==> src/rtl/nabp_image_pkg.sv <==
// -----------------------------------------------------------------------------
// nabp_image_pkg
// Shared definitions for the image-RAM arbiter:
//   - kImageAddressLength / kCacheDataLength : default image address and pixel
//     widths, used as the ADDR_W / DATA_W parameter defaults.
//   - state_e   : pass-sequencing FSM states (CLEAR is only reachable when the
//                 NABP_IMAGE_CLEAR_EN macro is defined).
//   - sat_add() : signed add clamped to a w-bit two's complement range.
// -----------------------------------------------------------------------------
package nabp_image_pkg;

  localparam int kImageAddressLength = 16;
  localparam int kCacheDataLength    = 16;

  typedef enum logic [2:0] {
    ST_IDLE  = 3'd0,
    ST_CLEAR = 3'd1,
    ST_RUN   = 3'd2,
    ST_DRAIN = 3'd3,
    ST_DONE  = 3'd4
  } state_e;

  // Operands arrive sign-extended to 64 bits; the result is clamped to
  // [-2^(w-1), 2^(w-1)-1] so the low w bits hold the saturated value.
  function automatic logic signed [63:0] sat_add(input logic signed [63:0] a,
                                                 input logic signed [63:0] b,
                                                 input int                 w);
    logic signed [63:0] s;
    logic signed [63:0] hi;
    logic signed [63:0] lo;
    s  = a + b;
    hi = (64'sd1 <<< (w - 1)) - 64'sd1;
    lo = -hi - 64'sd1;
    if (s > hi) begin
      s = hi;
    end else if (s < lo) begin
      s = lo;
    end
    return s;
  endfunction

endpackage

==> src/rtl/nabp_rr_arbiter.sv <==
// -----------------------------------------------------------------------------
// nabp_rr_arbiter
// Round-robin arbiter: picks the first requesting lane at or after the
// rotating pointer and then moves the pointer one past the winner. With no
// requests (or en_i low) nothing is granted and the pointer holds.
// Ports:
//   clk      in   clock
//   reset_n  in   asynchronous active-low reset (pointer returns to lane 0)
//   en_i     in   arbitration/update enable
//   req_i    in   NUM_REQ request vector
//   gnt_o    out  NUM_REQ one-hot grant (combinational)
// -----------------------------------------------------------------------------
module nabp_rr_arbiter #(
  parameter int NUM_REQ = 4
) (
  input  logic               clk,
  input  logic               reset_n,
  input  logic               en_i,
  input  logic [NUM_REQ-1:0] req_i,
  output logic [NUM_REQ-1:0] gnt_o
);

  localparam int PTR_W = (NUM_REQ > 1) ? $clog2(NUM_REQ) : 1;

  logic [PTR_W-1:0] rr_q;
  logic [PTR_W-1:0] rr_d;
  logic [PTR_W-1:0] cand;
  logic             found;

  // (base + off) mod NUM_REQ, valid for off < NUM_REQ; works for any lane
  // count, not only powers of two.
  function automatic logic [PTR_W-1:0] wrap_add(input logic [PTR_W-1:0] base,
                                                input int               off);
    logic [PTR_W:0] s;
    s = {1'b0, base} + (PTR_W+1)'(off);
    if (s >= (PTR_W+1)'(NUM_REQ)) begin
      s = s - (PTR_W+1)'(NUM_REQ);
    end
    return s[PTR_W-1:0];
  endfunction

  always_comb begin
    gnt_o = '0;
    rr_d  = rr_q;
    cand  = '0;
    found = 1'b0;
    for (int off = 0; off < NUM_REQ; off++) begin
      cand = wrap_add(rr_q, off);
      if (en_i && !found && req_i[cand]) begin
        found       = 1'b1;
        gnt_o[cand] = 1'b1;
        rr_d        = wrap_add(cand, 1);
      end
    end
  end

  always_ff @(posedge clk or negedge reset_n) begin
    if (!reset_n) begin
      rr_q <= '0;
    end else begin
      rr_q <= rr_d;
    end
  end

endmodule

==> src/rtl/nabp_image_ram_arbiter.sv <==
// -----------------------------------------------------------------------------
// nabp_image_ram_arbiter
// Shares the image RAM between NUM_REQ back-projection lanes. One lane is
// granted per cycle (round robin); its (address, increment) pair performs a
// saturating read-modify-write into the RAM: read at grant cycle t, write at
// t+1. A one-entry last-write register forwards the previous cycle's result
// so back-to-back hits on one address accumulate exactly even though the RAM
// returns old data on a same-cycle read/write collision.
// Pass sequencing: IDLE -(kick)-> [CLEAR] -> RUN -(ir_done)-> DRAIN -> DONE.
// Build option: define NABP_IMAGE_CLEAR_EN to zero the whole image after
// every kick before RUN starts; otherwise kick enters RUN directly.
// Ports:
//   clk, reset_n          clock, asynchronous active-low reset
//   ir_kick, ir_done      pass start / end pulses
//   req_valid/addr/val    per-lane request (lane i at [i*W +: W])
//   req_ready             one-hot grant
//   ram_rd_en/addr/data   RAM read port (data one cycle after rd_en)
//   ram_wr_en/addr/data   RAM write port
//   ir_enable             high in RUN
//   pass_done             one-cycle pulse in DONE
// -----------------------------------------------------------------------------
module nabp_image_ram_arbiter
  import nabp_image_pkg::*;
#(
  parameter int NUM_REQ = 4,
  parameter int ADDR_W  = kImageAddressLength,
  parameter int DATA_W  = kCacheDataLength
) (
  input  logic                      clk,
  input  logic                      reset_n,
  input  logic                      ir_kick,
  input  logic                      ir_done,
  input  logic [NUM_REQ-1:0]        req_valid,
  input  logic [NUM_REQ*ADDR_W-1:0] req_addr,
  input  logic [NUM_REQ*DATA_W-1:0] req_val,
  output logic [NUM_REQ-1:0]        req_ready,
  output logic                      ram_rd_en,
  output logic [ADDR_W-1:0]         ram_rd_addr,
  input  logic [DATA_W-1:0]         ram_rd_data,
  output logic                      ram_wr_en,
  output logic [ADDR_W-1:0]         ram_wr_addr,
  output logic [DATA_W-1:0]         ram_wr_data,
  output logic                      ir_enable,
  output logic                      pass_done
);

  state_e state_q;
  state_e state_d;

  logic [ADDR_W-1:0] lane_addr [NUM_REQ];
  logic [DATA_W-1:0] lane_val  [NUM_REQ];

  logic [NUM_REQ-1:0] gnt;
  logic               gnt_any;
  logic [ADDR_W-1:0]  gnt_addr;
  logic [DATA_W-1:0]  gnt_val;
  logic               accept;

  // Stage 1: request granted in the previous cycle, RAM data now valid.
  logic              s1_valid_q;
  logic [ADDR_W-1:0] s1_addr_q;
  logic [DATA_W-1:0] s1_val_q;

  // Last write: what stage 1 wrote in the previous cycle.
  logic              lw_valid_q;
  logic [ADDR_W-1:0] lw_addr_q;
  logic [DATA_W-1:0] lw_data_q;

  logic               fwd;
  logic [DATA_W-1:0]  base;
  logic signed [63:0] sum_wide;
  logic [DATA_W-1:0]  sum;
  logic               unused_sum_hi;

  generate
    for (genvar gi = 0; gi < NUM_REQ; gi++) begin : g_lane
      assign lane_addr[gi] = req_addr[gi*ADDR_W +: ADDR_W];
      assign lane_val[gi]  = req_val[gi*DATA_W +: DATA_W];
    end
  endgenerate

  // The ir_done cycle accepts nothing, so DRAIN only has to retire what was
  // granted before it.
  assign accept = (state_q == ST_RUN) && !ir_done;

  nabp_rr_arbiter #(
    .NUM_REQ (NUM_REQ)
  ) u_rr_arbiter (
    .clk     (clk),
    .reset_n (reset_n),
    .en_i    (accept),
    .req_i   (req_valid),
    .gnt_o   (gnt)
  );

  assign req_ready = gnt;
  assign gnt_any   = |gnt;

  // One-hot grant: OR of the gated lanes selects the winner (all zero if none).
  always_comb begin
    gnt_addr = '0;
    gnt_val  = '0;
    for (int i = 0; i < NUM_REQ; i++) begin
      if (gnt[i]) begin
        gnt_addr = gnt_addr | lane_addr[i];
        gnt_val  = gnt_val  | lane_val[i];
      end
    end
  end

  // The RAM is read-first, so a read issued in the same cycle as the write to
  // that address returns stale data; take the value just written instead.
  assign fwd      = lw_valid_q && (lw_addr_q == s1_addr_q);
  assign base     = fwd ? lw_data_q : ram_rd_data;
  assign sum_wide = sat_add({{(64-DATA_W){base[DATA_W-1]}}, base},
                            {{(64-DATA_W){s1_val_q[DATA_W-1]}}, s1_val_q},
                            DATA_W);
  assign sum           = sum_wide[DATA_W-1:0];
  assign unused_sum_hi = ^sum_wide[63:DATA_W];

`ifdef NABP_IMAGE_CLEAR_EN
  logic [ADDR_W-1:0] clr_cnt_q;
  logic [ADDR_W-1:0] clr_cnt_d;

  assign clr_cnt_d = (state_q == ST_CLEAR) ? clr_cnt_q + ADDR_W'(1) : '0;

  always_ff @(posedge clk or negedge reset_n) begin
    if (!reset_n) begin
      clr_cnt_q <= '0;
    end else begin
      clr_cnt_q <= clr_cnt_d;
    end
  end
`endif

  always_comb begin
    state_d = state_q;
    unique case (state_q)
      ST_IDLE: begin
        // A simultaneous ir_done is simply not looked at here.
        if (ir_kick) begin
`ifdef NABP_IMAGE_CLEAR_EN
          state_d = ST_CLEAR;
`else
          state_d = ST_RUN;
`endif
        end
      end
`ifdef NABP_IMAGE_CLEAR_EN
      ST_CLEAR: begin
        if (clr_cnt_q == '1) begin
          state_d = ST_RUN;
        end
      end
`endif
      ST_RUN: begin
        if (ir_done) begin
          state_d = ST_DRAIN;
        end
      end
      ST_DRAIN: begin
        if (!s1_valid_q) begin
          state_d = ST_DONE;
        end
      end
      ST_DONE: begin
        state_d = ST_IDLE;
      end
      default: begin
        state_d = ST_IDLE;
      end
    endcase
  end

  always_comb begin
    ram_rd_en   = gnt_any;
    ram_rd_addr = gnt_addr;
    ram_wr_en   = s1_valid_q;
    ram_wr_addr = s1_valid_q ? s1_addr_q : '0;
    ram_wr_data = s1_valid_q ? sum : '0;
`ifdef NABP_IMAGE_CLEAR_EN
    // Stage 1 is always empty in CLEAR, so the write port is free.
    if (state_q == ST_CLEAR) begin
      ram_wr_en   = 1'b1;
      ram_wr_addr = clr_cnt_q;
      ram_wr_data = '0;
    end
`endif
  end

  assign ir_enable = (state_q == ST_RUN);
  assign pass_done = (state_q == ST_DONE);

  always_ff @(posedge clk or negedge reset_n) begin
    if (!reset_n) begin
      state_q    <= ST_IDLE;
      s1_valid_q <= 1'b0;
      s1_addr_q  <= '0;
      s1_val_q   <= '0;
      lw_valid_q <= 1'b0;
      lw_addr_q  <= '0;
      lw_data_q  <= '0;
    end else begin
      state_q    <= state_d;
      s1_valid_q <= gnt_any;
      if (gnt_any) begin
        s1_addr_q <= gnt_addr;
        s1_val_q  <= gnt_val;
      end
      lw_valid_q <= s1_valid_q;
      if (s1_valid_q) begin
        lw_addr_q <= s1_addr_q;
        lw_data_q <= sum;
      end
    end
  end

endmodule

==> config.mk <==
export PLATFORM = sky130hd
export DESIGN_NAME = nabp_image_ram_arbiter
export DESIGN_NICKNAME = d
export VERILOG_FILES = /design/src/rtl/nabp_image_pkg.sv /design/src/rtl/nabp_rr_arbiter.sv /design/src/rtl/nabp_image_ram_arbiter.sv
export SDC_FILE = /design/constraint.sdc
export NUM_CORES = 1
export LEC_CHECK = 0
export CAP_MARGIN = 20
export CORE_UTILIZATION = 48
export CTS_CLUSTER_DIAMETER = 50
export DETAILED_ROUTE_END_ITERATION = 7
export HOLD_SLACK_MARGIN = 0.06
export MAX_ROUTING_LAYER = met4
export PLACE_DENSITY = 0.87
export SLEW_MARGIN = 20
export SYNTH_ARGS = -nofsm -noshare
export SYNTH_HDL_FRONTEND = slang
export SYNTH_HIERARCHICAL = 1
export SYNTH_SLANG_ARGS = --single-unit
export TNS_END_PERCENT = 100
==> constraint.sdc <==
create_clock -name clk -period 7.3 [get_ports clk]
set_input_delay 0.73 -clock clk [delete_from_list [all_inputs] [get_ports clk]]
set_output_delay 0.73 -clock clk [all_outputs]
set_load 0.005 [all_outputs]
==> metrics.csv <==
stage,metric,value,unit
layout,nFillCells,777,
worst_setup_path,critPathRequiredTime,6570,ps
timing,tns,0,ps
cts,cts_resized,0,
place,portBuffers,207,
floorplan,num_rows,37,
timing,fin_ws,1230,ps
flow_run,cap_violations,0,
layout,n_antenna_cell,0,
cts,tritoncts,built,
global_routing,grt_usage,0.312,
routing,drc,0,
outcome,outcome,finished clean,
logic_synthesis,avgSynthCellArea,9.22,um2
timing,fin_hold_ws,456,ps
cts,cts.sinks,71,
timing,rsz0062_at_grt,no,
routing,avgRoutedWirePerCell,18.9,um
floorplan,die_area,11300,um2
power,netSwitchingFraction,0.448,
logic_synthesis,synth-seq-cells,71,
logic_synthesis,synthesis.area,5220,um2
routing,drt-total-wl,16900,um
timing,fin_crit_sh,0.832,
floorplan,fp.dieH,106,um
power,power.switching,0.00148,W
worst_setup_path,r2r.worst_path.cells,12,
routing,viasPerCell,6.02,
cts,cts_made_buffers,9,
cts,cts_hold_buf,0,
cts,insertion_delay,360,ps
logic_synthesis,synth_top_area_frac,0.340,
global_routing,antenna_found_initial,0,
logic_synthesis,synthFlopType,dfrtp_1,
timing,setup_violations,0,
global_routing,grt_max_degree,72,
worst_setup_path,path_class,flop to output port,
layout,mostFrequentLayoutCells,"clkdlybuf4s50_1 (206), dfrtp_1 (71), a22oi_1 (64)",
worst_setup_path,reg2reg_to,lw_data_q[3],
cts,htreeDepth,3,
cts,post-cts-setup-buffers,0,
floorplan,pin_count,208,
timing,fin_skew,11.1,ps
floorplan,initial_core_util,0.501,
timing,hold_viol,0,
min_path,hold_class,flop to flop,
global_routing,grt-ovfl-total,0,
cts,cts-root-buf,clkbuf_8,
layout,multi_input_area,3240,um2
layout,layout_commonest_cell,clkdlybuf4s50_1,
timing,period_needed,6070,ps
power,seq_power_share,0.235,
worst_setup_path,endpoint,ram_wr_data[8],
worst_setup_path,r2r_slack,2620,ps
timing,relSlewSlack,0.296,
routing,antenna_left,0,
layout,area_growth,45.0,%
routing,drt-pass1-iter-count,6,
worst_setup_path,arrival,5340,ps
logic_synthesis,ys_seq_area_frac,0.340,
power,p_int,0.00182,W
place,dp_cells,879,
logic_synthesis,yosys.cell_types.count,70,
worst_setup_path,cp_max_fo,19,
timing,worstMarginPinSlew,1060,ps
worst_setup_path,r2r_start,s1_addr_q[10],
floorplan,dieWidth,106,um
layout,nets,927,
layout,stdcell_count,895,
logic_synthesis,synthArstFlopShare,1.00,
cts,clkSlewWorstSetupHoldPaths,90,ps
worst_setup_path,cp-startpoint,s1_addr_q[10],
place,hpwl,12800,um
layout,final_util,0.727,
global_routing,grt_pass1_wl,26700,um
routing,first_iter_violations,290,
global_routing,grt_pass1_vias,5379,
worst_setup_path,start_kind,flop,
logic_synthesis,yosys_warnings,6,
power,pwr_density_cell,437,nW/um2
place,gp_congestion,0.939,
place,pre_cts_ws,1630,ps
worst_setup_path,cp-end-kind,output port,
timing,slew_violations,0,
cts,cts.path.max_buffers,2,
layout,drive_above_1_share,0.0870,
logic_synthesis,synth-edff-count,0,
timing,max_freq,0.165,GHz
logic_synthesis,synth.area.top_cells,"dfrtp_1 (34%), a22oi_1 (9.2%), a21o_1 (5.5%)",
logic_synthesis,synth_top_area_cell,dfrtp_1,
power,pwr-share-comb,0.653,
routing,num_vias,5389,
layout,regArea,1780,um2
logic_synthesis,syn_nets,739,
power,ir_drop,0.305,mV
logic_synthesis,synth_cells,566,
floorplan,coreArea,10400,um2
power,p_leak,3.25,nW
min_path,hold_start,state_q[2],
power,p_clk_frac,0.112,
## synthesized netlist by cell type, types with 6 or more instances
| master | n |
|---|---|
| o21ai_0 | 16 |
| a22o_1 | 7 |
| a31oi_1 | 21 |
| clkbuf_1 | 28 |
| mux2_2 | 18 |
| nand2_1 | 45 |
| ha_1 | 20 |
| a22oi_1 | 64 |
| nor3_1 | 7 |
| a21o_1 | 38 |
| a21oi_1 | 28 |
| nor2_1 | 35 |
| inv_1 | 9 |
| mux2i_1 | 6 |
| xnor2_1 | 15 |
| xor2_1 | 10 |
| and2_1 | 24 |
| dfrtp_1 | 71 |
## worst max-delay path: stages (launching register included)
cell and delay (ps):
dfrtp_1 420, xnor2_1 140, nand4_1 120, nor3_1 260, nand4_1 790, mux2_2 470
ha_1 180, inv_1 60, fa_1 390, nand2b_1 180, a21o_1 240, a221oi_4 450
a21oi_2 310, maj3_2 390, nor2_1 80, clkdlybuf4s50_1 500
## metal layers
metal  share of wire  wire, um  vias up  global-route usage
li1                -         -     2525                   -
met4           0.026       437        0               0.105
met2            0.50      8490      239               0.535
met3           0.058       983       38              0.0515
met5               0         0        -                   -
met1            0.41      7000     2587               0.372
## power by group through the flow
stage / Clock [W] / Combinational [W] / Sequential (W)
floorplan: 0 / 0.00148 / 0.000708
global placement: 0 / 0.00208 / 0.000766
detailed placement: 0 / 0.00213 / 0.000780
CTS: 0.000375 / 0.00215 / 0.000773
global route: 0.000394 / 0.00237 / 0.000798
finish: 0.000371 / 0.00216 / 0.000775
## state kept, by name, indices dropped and copies added, names as in the netlist
register / flops
ram_wr_en: 1
lw_data_q: 16
s1_val_q: 16
u_rr_arbiter/rr_q: 2
s1_addr_q: 16
state_q: 3
lw_addr_q: 16
lw_valid_q: 1
## per-stage QoR
stage	total power [W]	cell area (um2)
after global placement	0.00285	7340
final	0.00331	7570
after global routing	0.00356	7570
after floorplan	0.00218	5220
after detailed placement	0.00292	7340
after CTS	0.00329	7570
## final cells by class
cell class	instances	area share
timing repair buffer	213	0.279
tap	136	0.0225
sequential	71	0.235
multi-input combinational	450	0.429
clock buffer	9	0.0164
inverter	9	0.00446
clock inverter	7	0.0140
## how the worst min path moves through the flow
stage / endpoint / slack, ps / depth (start not counted)
after floorplan: state_q[1] / 410 / 1
after global placement: state_q[1] / 420 / 1
after detailed placement: state_q[1] / 440 / 1
after CTS: state_q[1] / 450 / 1
after global routing: state_q[1] / 490 / 1
final: state_q[1] / 460 / 1
## cell families (layout without fill, tap and decap cells)
logic type      Yosys count  count (layout)  synth area share
buf+inv                  45             238            0.0383
mux                      27              27            0.0633
flops                    71              71             0.340
xor+xnor                 25              25            0.0419
compound gates          224             224             0.315
simple gates            152             152             0.148
fa+ha+maj                22              22            0.0539
Note: power is estimated with default switching activity, not from simulation.
